`config.mk`:
```
export PLATFORM = sky130hd
export DESIGN_NAME = multi_axis_profile_gen
export DESIGN_NICKNAME = d
export VERILOG_FILES = /design/src/rtl/multi_axis_profile_gen.sv
export SDC_FILE = /design/constraint.sdc
export NUM_CORES = 2
export LEC_CHECK = 0
export ABC_AREA = 1
export CORE_ASPECT_RATIO = 0.7
export CORE_MARGIN = 3
export CORE_UTILIZATION = 45
export DETAILED_ROUTE_END_ITERATION = 7
export PLACE_DENSITY = 0.65
export SLEW_MARGIN = 20
export SYNTH_ARGS = -nofsm -noshare
export SYNTH_HDL_FRONTEND = slang
export SYNTH_SLANG_ARGS = --single-unit
```
`constraint.sdc`:
```
create_clock -name clk -period 67 [get_ports clk]
set_input_delay 13.4 -clock clk [delete_from_list [all_inputs] [get_ports clk]]
set_output_delay 13.4 -clock clk [all_outputs]
set_load 0.01 [all_outputs]
```
`src/rtl/multi_axis_profile_gen.sv`:
```
// N-axis jerk/accel/velocity/position integrator with time-multiplexed update, step/dir
// pulse generation and controlled abort deceleration.
module multi_axis_profile_gen #(
    parameter int AXES     = 4,
    parameter int X_W      = 64,
    parameter int V_W      = 32,
    parameter int STEP_BIT = 32,
    parameter int STEP_LEN = 8,
    localparam int IDX_W   = (AXES > 1) ? $clog2(AXES) : 1
) (
    input  logic             clk,
    input  logic             reset,
    input  logic             acc_step,
    input  logic             abort,
    input  logic             load,
    input  logic [IDX_W-1:0] axis_sel,
    input  logic             set_x,
    input  logic             set_v,
    input  logic             set_a,
    input  logic             set_j,
    input  logic [X_W-1:0]   x_val,
    input  logic [V_W-1:0]   v_val,
    input  logic [V_W-1:0]   a_val,
    input  logic [V_W-1:0]   j_val,
    input  logic [V_W-1:0]   abort_a_val,
    input  logic [IDX_W-1:0] rd_sel,
    output logic [X_W-1:0]   rd_x,
    output logic [V_W-1:0]   rd_v,
    output logic             busy,
    output logic             done,
    output logic             overrun,
    input  logic             clr_overrun,
    output logic [AXES-1:0]  stopped,
    output logic [AXES-1:0]  step,
    output logic [AXES-1:0]  dir
);
    localparam int CNT_W = $clog2(STEP_LEN + 1);

    typedef enum logic [1:0] {ST_IDLE = 2'd0, ST_SWEEP = 2'd1, ST_DONE = 2'd2} state_t;

    state_t                state_r, state_s;
    logic [IDX_W-1:0]      idx_r;
    logic                  pending_r, pending_s, set_ovr_s, overrun_s;
    logic                  overrun_r, busy_r, done_r;
    logic signed [X_W-1:0] x_r [AXES];
    logic signed [V_W-1:0] v_r [AXES];
    logic signed [V_W-1:0] a_r [AXES];
    logic signed [V_W-1:0] j_r [AXES];
    logic [CNT_W-1:0]      cnt_r [AXES];
    logic [AXES-1:0]       step_r, dir_r, stopped_s;
    logic [X_W-1:0]        rd_x_r;
    logic [V_W-1:0]        rd_v_r;
    logic signed [X_W-1:0] x_o_s, x_n_s;
    logic signed [V_W-1:0] v_o_s, a_o_s, j_o_s, v_n_s, a_n_s, j_n_s, a_ab_s, v_sum_s;
    logic                  upd_en_s, stop_s, step_hit_s, dir_s;

    // Sweep sequencing, single-deep tick pending and overrun detection
    always_comb begin
        state_s   = state_r;
        pending_s = pending_r;
        set_ovr_s = 1'b0;
        case (state_r)
            ST_IDLE: begin
                if (acc_step) state_s = ST_SWEEP;
                else          state_s = ST_IDLE;
            end
            ST_SWEEP: begin
                if (acc_step && pending_r)  set_ovr_s = 1'b1;
                else if (acc_step)          pending_s = 1'b1;
                else                        pending_s = pending_r;
                if (idx_r == IDX_W'(AXES - 1)) state_s = ST_DONE;
                else                           state_s = ST_SWEEP;
            end
            ST_DONE: begin
                if (pending_r) begin
                    state_s   = ST_SWEEP;
                    pending_s = 1'b0;
                    set_ovr_s = acc_step;
                end else if (acc_step) begin
                    state_s = ST_SWEEP;
                end else begin
                    state_s = ST_IDLE;
                end
            end
            default: begin
                state_s   = ST_IDLE;
                pending_s = 1'b0;
            end
        endcase
        if (clr_overrun) overrun_s = 1'b0;
        else             overrun_s = overrun_r | set_ovr_s;
    end

    // Control registers
    always_ff @(posedge clk or posedge reset) begin
        if (reset) begin
            state_r   <= ST_IDLE;
            idx_r     <= {IDX_W{1'b0}};
            pending_r <= 1'b0;
            overrun_r <= 1'b0;
            busy_r    <= 1'b0;
            done_r    <= 1'b0;
        end else begin
            state_r   <= state_s;
            pending_r <= pending_s;
            overrun_r <= overrun_s;
            busy_r    <= (state_s == ST_SWEEP);
            done_r    <= (state_s == ST_DONE);
            if (state_r == ST_SWEEP) idx_r <= idx_r + IDX_W'(1);
            else                     idx_r <= {IDX_W{1'b0}};
        end
    end

    // Shared integrator for the axis in the current sweep slot
    always_comb begin
        upd_en_s = (state_r == ST_SWEEP);
        x_o_s    = x_r[idx_r];
        v_o_s    = v_r[idx_r];
        a_o_s    = a_r[idx_r];
        j_o_s    = j_r[idx_r];
        x_n_s    = x_o_s + X_W'(v_o_s);
        a_ab_s   = {V_W{1'b0}};
        v_sum_s  = {V_W{1'b0}};
        stop_s   = 1'b0;
        if (abort) begin
            if (v_o_s[V_W-1])                   a_ab_s = abort_a_val;
            else if (v_o_s != {V_W{1'b0}})      a_ab_s = {V_W{1'b0}} - abort_a_val;
            else                                a_ab_s = {V_W{1'b0}};
            v_sum_s = v_o_s + a_ab_s;
            // zero crossing or landing on zero ends the deceleration
            stop_s  = (v_sum_s == {V_W{1'b0}}) || (v_sum_s[V_W-1] != v_o_s[V_W-1]);
            j_n_s   = {V_W{1'b0}};
            a_n_s   = stop_s ? {V_W{1'b0}} : a_ab_s;
            v_n_s   = stop_s ? {V_W{1'b0}} : v_sum_s;
        end else begin
            j_n_s = j_o_s;
            a_n_s = a_o_s + j_o_s;
            v_n_s = v_o_s + a_o_s;
        end
        step_hit_s = x_o_s[STEP_BIT] ^ x_n_s[STEP_BIT];
        dir_s      = (x_n_s > x_o_s);
    end

    // Per-axis state: sweep update first, host load overrides selected fields
    always_ff @(posedge clk or posedge reset) begin
        if (reset) begin
            for (int i = 0; i < AXES; i++) begin
                x_r[i]   <= {X_W{1'b0}};
                v_r[i]   <= {V_W{1'b0}};
                a_r[i]   <= {V_W{1'b0}};
                j_r[i]   <= {V_W{1'b0}};
                cnt_r[i] <= {CNT_W{1'b0}};
            end
            step_r <= {AXES{1'b0}};
            dir_r  <= {AXES{1'b0}};
        end else begin
            for (int i = 0; i < AXES; i++) begin
                if (upd_en_s && (idx_r == IDX_W'(i))) begin
                    x_r[i] <= x_n_s;
                    v_r[i] <= v_n_s;
                    a_r[i] <= a_n_s;
                    j_r[i] <= j_n_s;
                end
                if (load && (axis_sel == IDX_W'(i))) begin
                    if (set_x) x_r[i] <= x_val;
                    if (set_v) v_r[i] <= v_val;
                    if (set_a) a_r[i] <= a_val;
                    if (set_j) j_r[i] <= j_val;
                end
                if (upd_en_s && (idx_r == IDX_W'(i)) && step_hit_s) begin
                    step_r[i] <= 1'b1;
                    dir_r[i]  <= dir_s;
                    cnt_r[i]  <= CNT_W'(STEP_LEN - 1);
                end else if (cnt_r[i] != {CNT_W{1'b0}}) begin
                    cnt_r[i] <= cnt_r[i] - CNT_W'(1);
                end else begin
                    step_r[i] <= 1'b0;
                end
            end
        end
    end

    // Registered readback port
    always_ff @(posedge clk or posedge reset) begin
        if (reset) begin
            rd_x_r <= {X_W{1'b0}};
            rd_v_r <= {V_W{1'b0}};
        end else if ({1'b0, rd_sel} < (IDX_W + 1)'(AXES)) begin
            rd_x_r <= x_r[rd_sel];
            rd_v_r <= v_r[rd_sel];
        end else begin
            rd_x_r <= {X_W{1'b0}};
            rd_v_r <= {V_W{1'b0}};
        end
    end

    // Standstill flags straight from stored state
    always_comb begin
        for (int i = 0; i < AXES; i++) begin
            stopped_s[i] = (v_r[i] == {V_W{1'b0}}) && (a_r[i] == {V_W{1'b0}});
        end
    end

    assign rd_x    = rd_x_r;
    assign rd_v    = rd_v_r;
    assign busy    = busy_r;
    assign done    = done_r;
    assign overrun = overrun_r;
    assign stopped = stopped_s;
    assign step    = step_r;
    assign dir     = dir_r;
endmodule

```
# --- Yosys cells after proc, flatten, opt, wreduce, memory -nomap -nowiden ---
# Index checks and enable logic that the tools add are counted.
totals:
  in_bits: 206
  ff_bits: 768
op_classes:
  eq_ne: 17
  magnitude_cmp: 3
  addsub: 10
  mux: 102
  reduce_logical: 40
  bitwise_logic: 5
ops:
  columns: ["cell", "n"]
  rows:
  - ["2-to-1 mux 32 bit", 52]
  - ["2-to-1 mux 64 bit", 16]
  - ["zero test 32 bit", 9]
  - ["binary-select mux 32 bit (select 2 bit)", 4]
  - ["binary-select mux 64 bit (select 2 bit)", 2]
  - ["adder 32 bit", 3]
  - ["adder 64 x 32 -> 64 bit", 1]
  - ["greater-than comparator 64 bit", 1]
  - ["2-to-1 mux 4 bit", 8]
  - ["nonzero test 32 bit", 1]
  - ["subtractor 1 x 32 -> 32 bit (first input constant)", 1]
  - ["logical AND 1 bit", 17]
  - ["nonzero test 4 bit", 4]
  - ["subtractor 4 x 1 -> 4 bit (second input constant)", 4]
  - ["2-to-1 mux 1 bit", 15]
  - ["equality test 2 bit (second input constant)", 6]
  - ["inequality test 2 bit (second input constant)", 6]
  - ["equality test 2 x 1 -> 1 bit (second input constant)", 4]
  - ["nonzero test 2 bit", 4]
  - ["greater-or-equal comparator 3 bit (second input constant)", 2]
  - ["zero test 2 bit", 3]
  - ["inverter 2 -> 3 bit", 2]
  - ["case mux 2 bit (3 select lines)", 1]
  - ["2-to-1 mux 2 bit", 2]
  - ["8 further kinds", 9]

# --- Logic depth before layout (Yosys ltp) ---
logic_depth:
  word_depth: 16
  mapped_depth: 39
  depth_no_buf: 34

# --- Least setup slack after synthesis ---
# No wires, ideal clock.
synth_path:
  path_kind: "input to register"
  from: "in abort_a_val[0]"
  to: "reg a_r[104] in the netlist's numbering"
  setup_ns: 0.066
  required_ns: 66.934
  path_stages: 29
  slack_ns: 50.078
  arrival_time_ns: 16.856
  n_path_buf: 1
  path_cell_list: "inv_1 -> ha_1 -> nand4_1 -> nor3_1 -> nand2_1 -> nor2_1 -> inv_1 -> o21ai_1 -> nand3b_1 -> nand3_1 -> inv_1 -> ha_1 -> nand2_1 -> inv_1 -> a21oi_1 -> a21boi_0 -> nand3_1 -> nand2_1 -> nand2_1 -> inv_1 -> nand2_1 -> nand2_1 -> nand2_1 -> nand2_2 -> buf_4 -> nand3_2 -> nand3_1 -> nand2_1 -> nand2_1"
synth_via:
  elab_chain_len: 12
  elab_cells_between_ends: 13
  cone_classes: "add/sub (2); eq/ne (1); mux (8); reduce/logical (2)"
synth_rtl:
  columns: ["item", "line", "rtl"]
  rows:
  - ["from (decl)", "25", "input logic [V_W-1:0] abort_a_val,"]
  - ["subtractor 1 x 32 -> 32 bit", "127", "else if (v_o_s != {V_W{1'b0}}) a_ab_s = {V_W{1'b0}} - abort_a_val;"]
  - ["2-to-1 mux 32 bit", "127", null]
  - ["2-to-1 mux 32 bit *", "126", "if (v_o_s[V_W-1]) a_ab_s = abort_a_val;"]
  - ["2-to-1 mux 32 bit *", "125", "if (abort) begin"]
  - ["adder 32 bit", "129", "v_sum_s = v_o_s + a_ab_s;"]
  - ["zero test 32 bit / inequality test 1 bit (equally long branches)", "131", "stop_s = (v_sum_s == {V_W{1'b0}}) || (v_sum_s[V_W-1] != v_o_s[V_W-1]);"]
  - ["logical OR 1 bit", "131", null]
  - ["2-to-1 mux 32 bit *", "133", "a_n_s = stop_s ? {V_W{1'b0}} : a_ab_s;"]
  - ["2-to-1 mux 32 bit *", "125", null]
  - ["2-to-1 mux 32 bit *", "158", "if (upd_en_s && (idx_r == IDX_W'(i))) begin"]
  - ["2-to-1 mux 32 bit", "167", "if (set_a) a_r[i] <= a_val;"]
  - ["2-to-1 mux 32 bit *", "164", "if (load && (axis_sel == IDX_W'(i))) begin"]
  - ["to (signal, indexed assignment)", "150", "a_r[i] <= {V_W{1'b0}};"]
  - ["to (signal, indexed assignment)", "161", "a_r[i] <= a_n_s;"]
  - ["to (signal, indexed assignment)", "167", null]
  - ["to (decl)", "47", "logic signed [V_W-1:0] a_r [AXES];"]
# Every way passes the cells marked *; elsewhere a longest branch is shown, timed or not. The select of a mux whose other input is x is not followed.
# A chain may end at the register's enable or synchronous reset.

# --- Worst setup path in the final report ---
layout_path:
  from: "in abort_a_val[0]"
  to: "reg a_r[96] in the netlist's numbering"
# The elaborated chain is that of the path after synthesis.

==> reports/qor.txt <==
Status -> finished, violations left
Failing checks -> design-rule violations
Clock tree sinks -> 768
RSZ-0062 raised after global routing -> false
Seq/Total Area, Yosys -> 0.341
Row cnt -> 107
Overflow left after global routing -> 0
Post-synth ARST share -> 1.00
Hold endpoint -> step[1]
WS Path Type -> in -> reg
Worst hold path class -> reg -> reg
Critical Path Most Common Cell -> nand2_1
Reg2Reg Capture Point -> dir[3]
Antenna viol nets, final -> 0
CP required -> 67.59 ns
Largest area contributor in the netlist -> dfrtp_1
GPL Wtd Cong -> 1.02
Hold_sp -> step[1]
Clk Latency, worst-skew pair -> 0.72 ns
Headroom to the max-slew limit -> 0.150
CP Max Fanout -> 32
Chip width -> 429 um
Post-route minimum period -> 18.85 ns
Worst r2r path cells -> 26
Detailed-route DRC error count -> 3
Hold Fails Final Rpt -> 0
Vias in the first global route -> 57,291
WL per Instance -> 24.2 um
Largest net degree at the start of global routing -> 170
CTS clk-pin slew, worst paths -> 0.06 ns
CTS resizes -> 0
Synth Flop Type -> dfrtp_1
First-pass GRT wire length -> 366,000 um
Synthesized cell area -> 56,400 um2
Final Cycle Share -> 0.281
Setup crit end kind -> flop
Initial Util -> 0.458
RR Startpoint -> idx_r[0]
Synth top area share -> 0.341
TritonRoute pass-1 iters -> 8
CP Launch Point -> abort_a_val[0]
Crit-path slowest cell -> buf_4
Compound-Gate Fraction of Synth Area -> 0.211
Area of the multi-input gates -> 31,900 um2
Syn Nets -> 8,939
Multiplexer share of the synthesized area -> 0
Achievable Freq -> 0.0531 GHz
#FFs+latches synth -> 768
CP delay by family, top -> simple AND/OR/NAND/NOR gates
DR vias/cell -> 6.14
Ports -> 317
Synth cell types -> 49
Crit path launch type -> primary input
Largest family of logic cells by synthesized area -> simple AND/OR/NAND/NOR gates
Number of max-cap violations -> 0
Hold buffers post-CTS -> 0
Worst Tran Pin Value -> 1.26 ns
Synth top area cells -> dfrtp_1 34%, nand2_1 14%, o21ai_0 9.3%
DP Wirelength -> 166,000 um
CP bufs+invs -> 6
Average cell area after synthesis -> 6.63 um2
Total wire length -> 247,000 um
CTS Buf Count -> 83
Initial DRC Count -> 9,731
Post-synthesis simple-gate area fraction -> 0.289
EDFF count, synth -> 0
Final Max Tran Viols -> 0
Fraction of layout cells with a size suffix above 1 -> 0.0407
CTS tree -> yes
CP peak stage delay -> 0.55 ns
Synth Area in Adders -> 0.0529
Final TNS setup -> 0 ns
Die height -> 302 um
Most frequent cell after synthesis -> nand2_1
Global-route usage over all layers -> 0.368
DR vias -> 62,656
Die ar. -> 130,000 um2
Worst Hold Depth -> 2
Total core area -> 123,000 um2
Mapped Cells -> 8,497
Hold slack -> 0.468 ns
CTS Root Cell -> clkbuf_16
Post-layout net count -> 8,926
Initial antenna violation count -> 9
Fin Clk Skew -> 0.0289 ns
Filler cells -> 12,288
Finish-stage setup viols -> 0
Reg2reg setup slack -> 58.03 ns
H-Tree Depth -> 3
Worst Path Arrival -> 19.44 ns
Area growth from synthesis to layout -> 12.4%
Synth Area in XOR/XNOR -> 0.0132
Post-synth top cells -> 2,116 x nand2_1, 1,048 x o21ai_0, 1,025 x nor2_1, 876 x inv_1, 768 x dfrtp_1
Storage element area -> 19,200 um2
Setup bufs post-CTS -> 0
Port Buffer Count -> 316
YS warnings -> 0
CTS Buffer Depth -> 3
state kept, by name, summed over array words and instances (netlist names), 2 cells and up:
name	flops
x_r	256
j_r	128
step	4
rd_v	32
v_r	128
cnt_r	16
state_r	2
dir	4
rd_x	64
a_r	128
idx_r	2
kinds of logic after synthesis:
logic type | count (synthesis)
buffers and inverters | 1377
flip-flops | 768
XOR/XNOR | 85
adder cells (fa/ha/maj) | 236
AND/OR/NAND/NOR | 3923
AO/OA/AOI/OAI | 2108
metal layers:
metal,global-route usage,part of all wire,vias to the layer above
met5,0,0.00011,-
met4,0.156,0.046,4
met3,0.109,0.14,635
met2,0.511,0.40,4262
met1,0.528,0.42,29391
li1,-,-,28364
layout make-up:
type / instances / share of cell area
Multi-Input combinational cell: 6352 / 0.504
Sequential cell: 768 / 0.304
Timing Repair Buffer: 400 / 0.0607
Inverter: 879 / 0.0530
Clock buffer: 119 / 0.0386
Tap cell: 1635 / 0.0323
Clock inverter: 34 / 0.00739
Antenna cell: 14 / 0.000553
worst max path at each step:
stage                         end  slack [ns]  cells past startpoint
final                     a_r[96]       48.15                     30
after global routing      a_r[96]       47.83                     30
after CTS                 a_r[96]       48.39                     30
after detailed placement  a_r[96]       47.70                     30
after global placement    a_r[96]       47.86                     30
after floorplan            a_r[0]       32.04                      1
worst reg2reg max path: stages (launching register included):
cell and delay, ns:
dfrtp_4 0.75, inv_8 0.68, buf_12 0.53, buf_4 0.95, nand2_1 0.10, a32oi_1 0.56
ha_1 0.39, a21oi_1 0.26, o21ai_0 0.21, a21oi_1 0.18, o211ai_1 0.27, a21boi_0 0.72
nand3b_1 0.24, nand2_1 0.06, nand2_1 0.05, nand2_1 0.14, ha_1 0.52, nand4_1 0.20
nor3_1 0.42, nand2_1 0.26, nor4b_1 0.59, nand2_1 0.23, nand2_1 0.12, nand2_1 0.06
nand2_1 0.19, nand3_1 0.14, nand2_1 0.08
cells in the final DEF (no fill, tap or decap), drive strengths merged, types with 6 or more instances in the layout:
cell type / n
clkinv: 22
a21o: 26
o21ai: 1068
dfrtp: 768
a21boi: 8
nand2: 2117
a21oi: 317
or2: 27
xor2: 58
o211ai: 6
clkdlybuf4s50: 312
o21bai: 30
o221ai: 36
buf: 87
nor2: 1026
a32oi: 63
nand3: 548
bufinv: 9
nor3: 56
nand4: 45
o22ai: 480
nand3b: 16
nor4: 78
xnor2: 27
diode: 14
ha: 232
inv: 880
a31oi: 35
clkbuf: 120
o21a: 12
metrics by stage:
| stage | std cells | utilization | instance area (um2) | worst slack, ns |
|---|---|---|---|---|
| floorplan | 8497 | - | 56400 | 32.04 |
| global route | 10189 | 0.515 | 63300 | 47.83 |
| detailed placement | 10034 | 0.491 | 60400 | 47.70 |
| global placement | 10034 | 0.491 | 60400 | 47.86 |
| finish | 10201 | 0.515 | 63300 | 48.15 |
| CTS | 10187 | 0.515 | 63300 | 48.39 |
Power is not shown: default switching activity piles up to over one toggle a cycle in this logic, so the estimate is an artifact.
